### src/rtl/load_store_unit.sv
// Load/store unit between execute and a word-wide data memory; sub-word stores run as read-modify-write.
// Optional: define LSU_MISALIGN_TRAP_EN to report misaligned half/word accesses as errors instead of aligning them.
module load_store_unit #(
  parameter int MEM_WORDS = 4096
) (
  input  logic        clk,
  input  logic        rst,
  input  logic        req_valid,
  output logic        req_ready,
  input  logic        req_write,
  input  logic [1:0]  req_size,
  input  logic        req_unsigned,
  input  logic [31:0] req_addr,
  input  logic [31:0] req_wdata,
  output logic        resp_valid,
  output logic [31:0] resp_rdata,
  output logic        resp_error,
  output logic        data_memory_write_enable,
  output logic [31:0] data_memory_access_address,
  output logic [31:0] data_memory_write_data,
  input  logic [31:0] data_memory_read_data
);

  typedef enum logic [2:0] {IDLE, ACCESS, RMW_READ, RMW_WRITE, RESP} state_t;

  localparam logic [31:0] MEM_WORDS_W = 32'(MEM_WORDS);

  state_t      state, state_next;
  logic        lat_write;
  logic [1:0]  lat_size;
  logic        lat_unsigned;
  logic [1:0]  lat_lane;
  logic [31:0] lat_wdata;
  logic [31:0] merge_word;
  logic [31:0] merged_word;
  logic [31:0] load_data;
  logic [1:0]  req_lane;
  logic        req_error;

  // Decode the incoming request: lane after alignment and whether it must be rejected
  always_comb begin
    case (req_size)
      2'b01:   req_lane = {req_addr[1], 1'b0};
      2'b10:   req_lane = 2'b00;
      default: req_lane = req_addr[1:0];
    endcase
    req_error = (req_size == 2'b11) || ({2'b00, req_addr[31:2]} >= MEM_WORDS_W);
`ifdef LSU_MISALIGN_TRAP_EN
    if ((req_size == 2'b01 && req_addr[0]) || (req_size == 2'b10 && req_addr[1:0] != 2'b00))
      req_error = 1'b1;
`endif
  end

  always_comb begin
    logic [7:0]  lane_byte;
    logic [15:0] lane_half;
    case (lat_lane)
      2'b00:   lane_byte = data_memory_read_data[7:0];
      2'b01:   lane_byte = data_memory_read_data[15:8];
      2'b10:   lane_byte = data_memory_read_data[23:16];
      default: lane_byte = data_memory_read_data[31:24];
    endcase
    lane_half = lat_lane[1] ? data_memory_read_data[31:16] : data_memory_read_data[15:0];
    case (lat_size)
      2'b00:   load_data = {{24{~lat_unsigned & lane_byte[7]}}, lane_byte};
      2'b01:   load_data = {{16{~lat_unsigned & lane_half[15]}}, lane_half};
      default: load_data = data_memory_read_data;
    endcase
  end

  always_comb begin
    merged_word = merge_word;
    if (lat_size == 2'b00)
      merged_word[{lat_lane, 3'b000} +: 8] = lat_wdata[7:0];
    else if (lat_lane[1])
      merged_word[31:16] = lat_wdata[15:0];
    else
      merged_word[15:0] = lat_wdata[15:0];
  end

  always_ff @(posedge clk or posedge rst) begin
    if (rst) state <= IDLE;
    else     state <= state_next;
  end

  // Write enable is only raised in states that do not sample read data
  always_comb begin
    state_next               = state;
    req_ready                = 1'b0;
    data_memory_write_enable = 1'b0;
    data_memory_write_data   = 32'h0;
    case (state)
      IDLE: begin
        req_ready = 1'b1;
        if (req_valid) begin
          if (req_error)                          state_next = RESP;
          else if (req_write && req_size != 2'b10) state_next = RMW_READ;
          else                                    state_next = ACCESS;
        end
      end
      ACCESS: begin
        if (lat_write) begin
          data_memory_write_enable = 1'b1;
          data_memory_write_data   = lat_wdata;
        end
        state_next = RESP;
      end
      RMW_READ:  state_next = RMW_WRITE;
      RMW_WRITE: begin
        data_memory_write_enable = 1'b1;
        data_memory_write_data   = merged_word;
        state_next               = RESP;
      end
      RESP:    state_next = IDLE;
      default: state_next = IDLE;
    endcase
  end

  assign resp_valid = (state == RESP);

  // Request latch, memory address hold, load capture and RMW merge capture
  always_ff @(posedge clk or posedge rst) begin
    if (rst) begin
      lat_write                  <= 1'b0;
      lat_size                   <= 2'b00;
      lat_unsigned               <= 1'b0;
      lat_lane                   <= 2'b00;
      lat_wdata                  <= 32'h0;
      merge_word                 <= 32'h0;
      resp_rdata                 <= 32'h0;
      resp_error                 <= 1'b0;
      data_memory_access_address <= 32'h0;
    end else begin
      if (state == IDLE && req_valid) begin
        lat_write    <= req_write;
        lat_size     <= req_size;
        lat_unsigned <= req_unsigned;
        lat_lane     <= req_lane;
        lat_wdata    <= req_wdata;
        resp_rdata   <= 32'h0;
        resp_error   <= req_error;
        if (!req_error)
          data_memory_access_address <= {2'b00, req_addr[31:2]};
      end
      if (state == ACCESS && !lat_write)
        resp_rdata <= load_data;
      if (state == RMW_READ)
        merge_word <= data_memory_read_data;
    end
  end

endmodule

### config.mk
export PLATFORM = sky130hd
export DESIGN_NAME = load_store_unit
export DESIGN_NICKNAME = d
export VERILOG_FILES = /design/src/rtl/load_store_unit.sv
export SDC_FILE = /design/constraint.sdc
export NUM_CORES = 1
export LEC_CHECK = 0
export BUFFER_PORTS_ARGS = -buffer_cell sky130_fd_sc_hd__buf_2
export CELL_PAD_IN_SITES_DETAIL_PLACEMENT = 1
export CELL_PAD_IN_SITES_GLOBAL_PLACEMENT = 2
export CORE_ASPECT_RATIO = 0.5
export CORE_MARGIN = 2
export CORE_UTILIZATION = 34
export CTS_CLUSTER_SIZE = 28
export DETAILED_ROUTE_END_ITERATION = 10
export GPL_ROUTABILITY_DRIVEN = 0
export PLACE_DENSITY = 0.89
export SLEW_MARGIN = 20
export SYNTH_ARGS = -nofsm -noshare
export SYNTH_HDL_FRONTEND = slang
export SYNTH_SLANG_ARGS = --single-unit
### constraint.sdc
create_clock -name clk -period 10.6 [get_ports clk]
set_input_delay 1.59 -clock clk [delete_from_list [all_inputs] [get_ports clk]]
set_output_delay 1.59 -clock clk [all_outputs]
set_load 0.01 [all_outputs]
**After elaboration in Yosys (flattened, before gate mapping)**

Index checks and enable logic that the tools add are counted.

- Register bits after elaboration: 136
- Input bits: 103
- Output and inout port bits: 100
- Word-level logic and storage cells: 60

- Add/sub/neg operators: 1
- Order comparisons: 1
- Eq/ne operators: 12
- Shifts and indexed selects: 2
- Mux-type cells: 19
- Bitwise operators: 4
- Reductions and logical operators: 11

Operators with widths:

| cell | count |
|---|---|
| two-way mux 32 bit | 4 |
| case mux 32 bit (2 select lines) | 2 |
| two-way mux 16 bit | 3 |
| bitwise mux 32 bit | 1 |
| variable shift 8 x 7 -> 32 bit (first input constant) | 1 |
| variable part select 8 x 7 -> 32 bit | 1 |
| greater-or-equal comparator 30 x 13 -> 1 bit (second input constant) | 1 |
| case mux 8 bit (3 select lines) | 1 |
| case mux 3 bit (3 select lines) | 1 |
| negator 5 -> 7 bit | 1 |
| == test 2 x 1 -> 1 bit (second input constant) | 3 |
| == test 2 bit (second input constant) | 3 |
| == test 3 x 2 -> 1 bit (second input constant) | 2 |
| two-way mux 3 bit | 2 |
| zero test 2 bit | 2 |
| != test 2 bit (second input constant) | 2 |
| case mux 2 bit (2 select lines) | 1 |
| == test 3 x 1 -> 1 bit (second input constant) | 1 |
| == test 3 bit (second input constant) | 1 |
| logical AND 1 bit | 3 |
| zero test 3 bit | 1 |
| bitwise AND 1 bit | 2 |
| two-way mux 1 bit | 2 |
| two-way mux 2 bit | 1 |
| other kinds (7) | 8 |

**Logic depth before layout (Yosys ltp)**

Gate-level depths: netlist of the first run.

- Depth in word-level cells: 6
- Mapped depth: 10
- Depth with buffers taken out: 6

**Worst setup path after synthesis of the first run**

Ideal clock, no wire load.

- Kind: flip-flop to output port
- Start: register lat_lane[1]
- End: output data_memory_write_data[25]
- Arrival: 2.380 ns
- Data required time: 9.010 ns
- Slack: 6.630 ns
- Cell stages (with the launch flop): 8
- Buffers on the path: 2
- Cells stage by stage: dfrtp_1 buf_2 buf_2 inv_1 ha_1 nor4_1 a221o_1 a22o_1

- Longest elaborated chain between the ends: 5
- Elaborated cells on any way between the ends: 7
- Those cells by class: add/sub (1); shift (2); mux (4)

Ends and longest elaborated chain:

| what | RTL line | RTL |
|---|---|---|
| start, declared | 32 | `logic [1:0] lat_lane;` |
| start signal, assigned | 138 | `lat_lane <= req_lane;` |
| negator 5 -> 7 bit | 74 | `merged_word[{lat_lane, 3'b000} +: 8] = lat_wdata[7:0];` |
| variable part select 8 x 7 -> 32 bit / variable shift 8 x 7 -> 32 bit (equally long branches) | 74 |  |
| bitwise mux 32 bit | 74 |  |
| two-way mux 32 bit * | 73 | `if (lat_size == 2'b00)` |
| case mux 32 bit (2 select lines) * | 92 | `case (state)` |
| end, declared | 20 | `output logic [31:0] data_memory_write_data,` |

Every way passes the cells marked *; elsewhere a longest branch is shown, timed or not.

**Worst setup path after layout of the first run**

- Start: register state[1]
- End: output data_memory_write_data[16]

- Longest elaborated chain between the ends: 2
- Elaborated cells on any way between the ends: 3
- Those cells by class: eq/ne (2); mux (1)

Ends and longest elaborated chain:

| what | RTL line | RTL |
|---|---|---|
| start, declared | 28 | `state_t state, state_next;` |
| start signal, assigned | 83 | `else state <= state_next;` |
| == test 3 x 2 -> 1 bit / == test 3 x 1 -> 1 bit (equally long branches) | 92 |  |
| case mux 32 bit (2 select lines) * | 92 |  |

Marks and branches as above.

==> results of run 1 <==
-- layout make-up --
cell class | instances | area, µm²
timing repair buffer | 212 | 1090
clock inverter | 12 | 124
inverter | 23 | 91.3
tap | 273 | 342
antenna | 1 | 2.50
multi-input combinational | 495 | 3400
sequential | 136 | 3400
clock buffer | 20 | 467
fill | 2371 | 11600
-- flip-flops by register name (all words and copies together), names as in the netlist --
| signal | cells |
|---|---|
| data_memory_access_address | 30 |
| resp_rdata | 32 |
| lat_wdata | 32 |
| state | 3 |
| lat_size | 2 |
| lat_lane | 2 |
| lat_write | 1 |
| lat_unsigned | 1 |
| resp_error | 1 |
| merge_word | 32 |
-- worst min path at each step --
stage / start / endpoint / slack, ns / cells after the start
final: lat_wdata[22] / lat_wdata[22] / 0.47 / 2
after global routing: lat_wdata[20] / lat_wdata[20] / 0.50 / 2
after CTS: lat_wdata[26] / lat_wdata[26] / 0.48 / 2
after detailed placement: lat_wdata[17] / lat_wdata[17] / 0.46 / 2
after global placement: lat_wdata[21] / lat_wdata[21] / 0.45 / 2
after floorplan: lat_wdata[16] / lat_wdata[16] / 0.44 / 2
-- cells by family (layout without fill, tap and decap cells) --
logic type	count (synthesis)	in the layout	share of synthesized area, %
flip-flops	136	136	47.9
AO/OA/AOI/OAI	213	213	21.1
buffers and inverters	76	267	4.55
multiplexers	74	74	11.3
other	1	3	0.0528
adder cells (fa/ha/maj)	9	9	1.59
AND/OR/NAND/NOR	197	197	13.5
-- cell usage after synthesis (all sizes together) --
master,number
dfrtp,136
nand2,98
a21oi,61
mux2,50
o21ai,42
a22o,34
clkbuf,30
nor2b,30
a221o,24
mux2i,24
buf,23
inv,22
nand2b,19
nor2,16
a21o,14
nor3,11
a32o,9
and2,9
ha,9
a22oi,8
a221oi,7
nor4,5
o2bb2ai,5
a211oi,3
nand3,2
nand3b,2
nor3b,2
o21a,2
a2111o,1
a21boi,1
a31oi,1
and3b,1
clkinv,1
conb,1
nand4,1
o211ai,1
or2,1
-- placed cells by master (no fill, tap or decap), types with 2 or more instances in the layout --
cell type,netlist,routed
a22oi_1,8,8
o2bb2ai_1,5,5
nor3_2,1,3
inv_1,22,21
nand3_1,2,2
nor3_4,1,2
mux2i_1,24,24
clkinvlp_4,0,4
conb_1,1,2
a32o_1,9,9
mux2_2,50,50
clkbuf_16,0,17
a21o_1,14,14
nand2b_1,19,19
inv_6,0,2
nor2b_1,30,30
a21oi_1,61,61
clkinv_2,0,5
and2_1,9,9
nand2_1,97,97
o21a_1,2,2
nor2_1,16,16
buf_2,17,200
a22o_1,34,34
ha_1,9,9
o21ai_0,42,42
nor4_1,5,5
bufinv_16,0,2
buf_4,2,11
a221oi_1,7,7
a211oi_1,3,3
dfrtp_1,136,135
nand3b_1,2,2
clkbuf_8,0,3
a221o_1,24,24
nor3_1,9,6
-- power by group through the flow --
stage | sequential [W] | combinational [W] | clock [W]
after global routing | 0.000565 | 0.000230 | 0.000637
final | 0.000563 | 0.000208 | 0.000601
after floorplan | 0.000561 | 0.000139 | 0
after detailed placement | 0.000571 | 0.000204 | 0
after global placement | 0.000571 | 0.000198 | 0
after CTS | 0.000562 | 0.000208 | 0.000614
-- worst max-delay path, cell delays in order (launching register included) --
cell,delay (ns)
dfrtp_1,0.55
nand3b_1,0.84
a21oi_1,0.89
a221o_1,0.28
buf_2,0.16
-- layer usage --
metal,wire length (µm),vias up
li1,-,2893
met1,10600,3131
met2,11500,148
met3,1320,28
met4,384,2
met5,13,-
-- per-stage QoR --
stage               instance area (µm²)  total power [W]  instances  hold slack, ns
floorplan                          7100         0.000699        707           0.437
detailed placement                 8330         0.000775       1139           0.460
global placement                   8330         0.000768       1139           0.453
CTS                                8920          0.00138       1171           0.479
finish                             8930          0.00137       1172           0.474
global route                       8920          0.00143       1171           0.504
==> impl_metrics.yaml, run 1 <==
outcome:
  status: "finished, final reports clean"
routing:
  dr.pass1.iters: 4
  drc: 0
  wirelength_um: 23800
  drtIter0Drc: 421
  vias: 6202
  drt-wirelength-per-cell_um: 20.3
  ant_nets: 0
  vias_per_cell: 5.29
yosys:
  ys_top_cells_by_area: "dfrtp_1 (48%), mux2_2 (7.9%), nand2_1 (5.1%), a21oi_1 (4.3%), a22o_1 (4.2%)"
  syn_area_per_cell_um2: 10.1
  ys_ff_latch: 136
  synth_top_area_share_pct: 47.9
  synth_top_area_cell: "dfrtp_1"
  synthDistinctLibCells: 44
  syn_inst: 706
  yosysSeqAreaShare_pct: 47.9
  yosysWarningCount: 0
  synth_area_um2: 7100
sta:
  clock_skew_ns: 0.00740
  grt_setup_unrepaired: "no"
  finalSetupViolCount: 0
  maxSlewHeadroom_pct: 23.3
  finalCriticalPeriod_ns: 4.73
  slew_viol_final: 0
  setup_ws_ns: 5.87
  setup_tns_ns: 0
  worst_pin_slew_ns: 1.15
  hold_viol: 0
  fin_crit_sh_pct: 44.7
  fmax_mhz: 211
placed_design:
  pre_cts_slack_ns: 6.36
  place_hpwl_um: 16700
  port_buffers: 200
floorplan:
  die-width_um: 208
  die_area_um2: 22100
  die_y_um: 106
  core_area_um2: 20500
  std_cell_rows: 37
  io_pins: 203
  initial_core_util_pct: 34.6
power_and_ir_drop:
  p_leak_nw: 4.62
  p_int_w: 0.000977
  power_density_nw_per_um2: 154
  ir_drop_mv: 0.113
  p_clk_share_pct: 43.8
  switchingPower_w: 0.000394
  swShare_pct: 28.8
  pwr-share-seq_pct: 41.0
  power_frac_comb_pct: 15.2
clocking:
  ctsResizeCount: 0
  clk_latency_ns: 0.43
  cts_setup_buffers: 0
  cts_hold_buf: 0
  cts.sinks: 136
  cts_made_buffers: 17
  path_clk_slew_ns: 0.06
  clk_path_buf_depth: 2
  cts_max_level: 4
  root_buffer: "clkbuf_16"
  cts_tree: "done"
final_layout:
  drive_gt1_share_pct: 33.9
  fin_util_pct: 43.5
  nets: 997
  syn_to_final_growth_pct: 25.8
critical_path:
  startpoint: "state[1]"
  cp-start-kind: "register"
  critPathCapture: "data_memory_write_data[16]"
  arrival_ns: 3.14
  r2r_cells: 6
  path_class: "register to primary output"
  cp-end-kind: "primary output"
  crit_required_ns: 9.01
  regToRegStartpoint: "lat_lane[1]"
  r2r_setup_slack_ns: 7.47
  crit_fanout: 26
  worstReg2RegEnd: "resp_rdata[30]"
global_routing:
  grt_pass1_wl_um: 37500
  globalRouteTotalUtil_pct: 22.0
  use_met1_pct: 29.0
  grtUsageMet3_pct: 4.76
  grt_pass1_vias: 6619
  use_met2_pct: 35.6
  antenna_found_initial: 2
  grt-ovfl-total: 0
  grt_max_degree: 78
  busiest_layer: "met2"
min_path:
  hold_path_class: "register to register"
job:
  drv_cap: 0
No activity file was read; power rests on OpenSTA's default activity.
==> run 2, diff against run 1 <==
CORE_UTILIZATION = 32   (was 34)
PLACE_DENSITY = 0.85   (was 0.89)
clock period = 4.9 ns   (was 10.6 ns; I/O delays follow)
==> impl_metrics.yaml, run 2 (synthesized netlist as in run 1, its figures left out) <==
clocking:
  cts_setup_buffers: 0
  clk_latency_ns: 0.43
  cts_hold_buf: 0
  path_clk_slew_ns: 0.06
  cts_tree: "done"
  cts.sinks: 136
  root_buffer: "clkbuf_16"
  ctsResizeCount: 0
  cts_max_level: 4
  clk_path_buf_depth: 2
  cts_made_buffers: 17
sta:
  clock_skew_ns: 0.00899
  hold_viol: 0
  worst_pin_slew_ns: 1.11
  fin_crit_sh_pct: 76.9
  holdWs_ns: 0.471
  finalCriticalPeriod_ns: 3.77
  finalSetupViolCount: 0
  setup_tns_ns: 0
  grt_setup_unrepaired: "no"
  slew_viol_final: 0
  maxSlewHeadroom_pct: 25.2
  fmax_mhz: 265
critical_path:
  path_cells: "inv_1 -> ha_1 -> nand2_1 -> nor3_1 -> a21oi_1 -> o21ai_0 -> buf_2"
  path_delay_family: "simple AND/OR/NAND/NOR gates"
  cp-end-kind: "primary output"
  path_class: "register to primary output"
  crit_required_ns: 4.16
  arrival_ns: 3.03
  cpMaxStageDelayCell: "nor3_1"
  cp_slowest_stage_delay_ns: 0.86
  worstSetupPathDepth: 7
  cp-start-kind: "register"
  r2r_cells: 6
  path_buf_inv: 2
  crit_fanout: 12
global_routing:
  grt_pass1_wl_um: 37300
  antenna_found_initial: 2
  grt-ovfl-total: 0
  grt_pass1_vias: 6600
  globalRouteTotalUtil_pct: 20.9
  grt_max_degree: 99
final_layout:
  reg_top3: "lat_wdata x32, merge_word x32, resp_rdata x32"
  fin_cells: 1199
  layout_common_cells: "buf_2 (200), dfrtp_1 (135), nand2_1 (97)"
  antenna_cells: 0
  nets: 998
  fill_cells: 2488
  drive_gt1_share_pct: 33.9
  register_area_um2: 3400
  syn_to_final_growth_pct: 27.4
  multi_input_area_um2: 3400
  final_common_cell: "buf_2"
outcome:
  status: "finished, final reports clean"
routing:
  drtIter0Drc: 303
  wirelength_um: 24200
  drt-wirelength-per-cell_um: 20.2
  ant_nets: 0
  vias: 6295
  vias_per_cell: 5.25
  drc: 0
  dr.pass1.iters: 4
power_and_ir_drop:
  ir_drop_mv: 0.239
  power_density_nw_per_um2: 345
  p_leak_nw: 4.66
placed_design:
  place_hpwl_um: 17200
  dp_cells: 1167
  port_buffers: 200
floorplan:
  die-width_um: 215
  initial_core_util_pct: 32.7
  die_area_um2: 23500
  core_area_um2: 21700
  die_y_um: 109
  io_pins: 203
  std_cell_rows: 38
min_path:
  hold_path_class: "register to register"
  worstHoldPathCells: 2
job:
  drv_cap: 0
[run 2: power breakdown]
group          internal, W  switching [W]
logic             0.000163       0.000286
clock network     0.000921       0.000527
registers          0.00116      0.0000544
[run 2: routing by layer]
metal  GRT usage, %  wire length, µm  vias up
li1               -                -     2892
met1           26.1            10600     3194
met2           35.5            11800      169
met3           5.15             1290       38
met4           8.28              531        2
met5              0               14        -
[run 2: through the flow]
stage	setup WS (ns)	power, W	area [µm²]	util, %
2_1_floorplan	0.526	0.00151	7100	-
3_3_place_gp	1.70	0.00167	8360	38.5
3_5_place_dp	1.59	0.00168	8370	38.5
4_1_cts	1.12	0.00315	9030	41.6
5_1_grt	0.875	0.00325	9040	41.6
6_report	1.13	0.00312	9040	41.6
[run 2: worst paths after layout]
kind	from	end	slack, ns
worst min register to register	lat_wdata[19]	lat_wdata[19]	0.47
max in group asynchronous	rst	lat_wdata[25]	3.29
worst max-delay path	lat_lane[0]	data_memory_write_data[0]	1.13
min in group asynchronous	rst	resp_rdata[17]	0.51
worst max register to register	lat_lane[1]	resp_rdata[30]	1.78
worst min-delay path	lat_wdata[19]	lat_wdata[19]	0.47
[run 2: area by class of cell]
type	instances	share of cell area, %
Sequential cell	136	37.7
Multi-Input combinational cell	495	37.6
Timing Repair Buffer	213	12.2
Clock buffer	18	4.86
Tap cell	300	4.15
Clock inverter	14	2.45
Inverter	23	1.01
[run 2: worst register-to-register path, delay by kind of cell, from the launching register on]
kind	cells	cell delay, ns
adders and majority gates	1	0.65
AOI/OAI and AO/OA	4	1.48
DFF	1	0.35
buffers and inverters	1	0.57
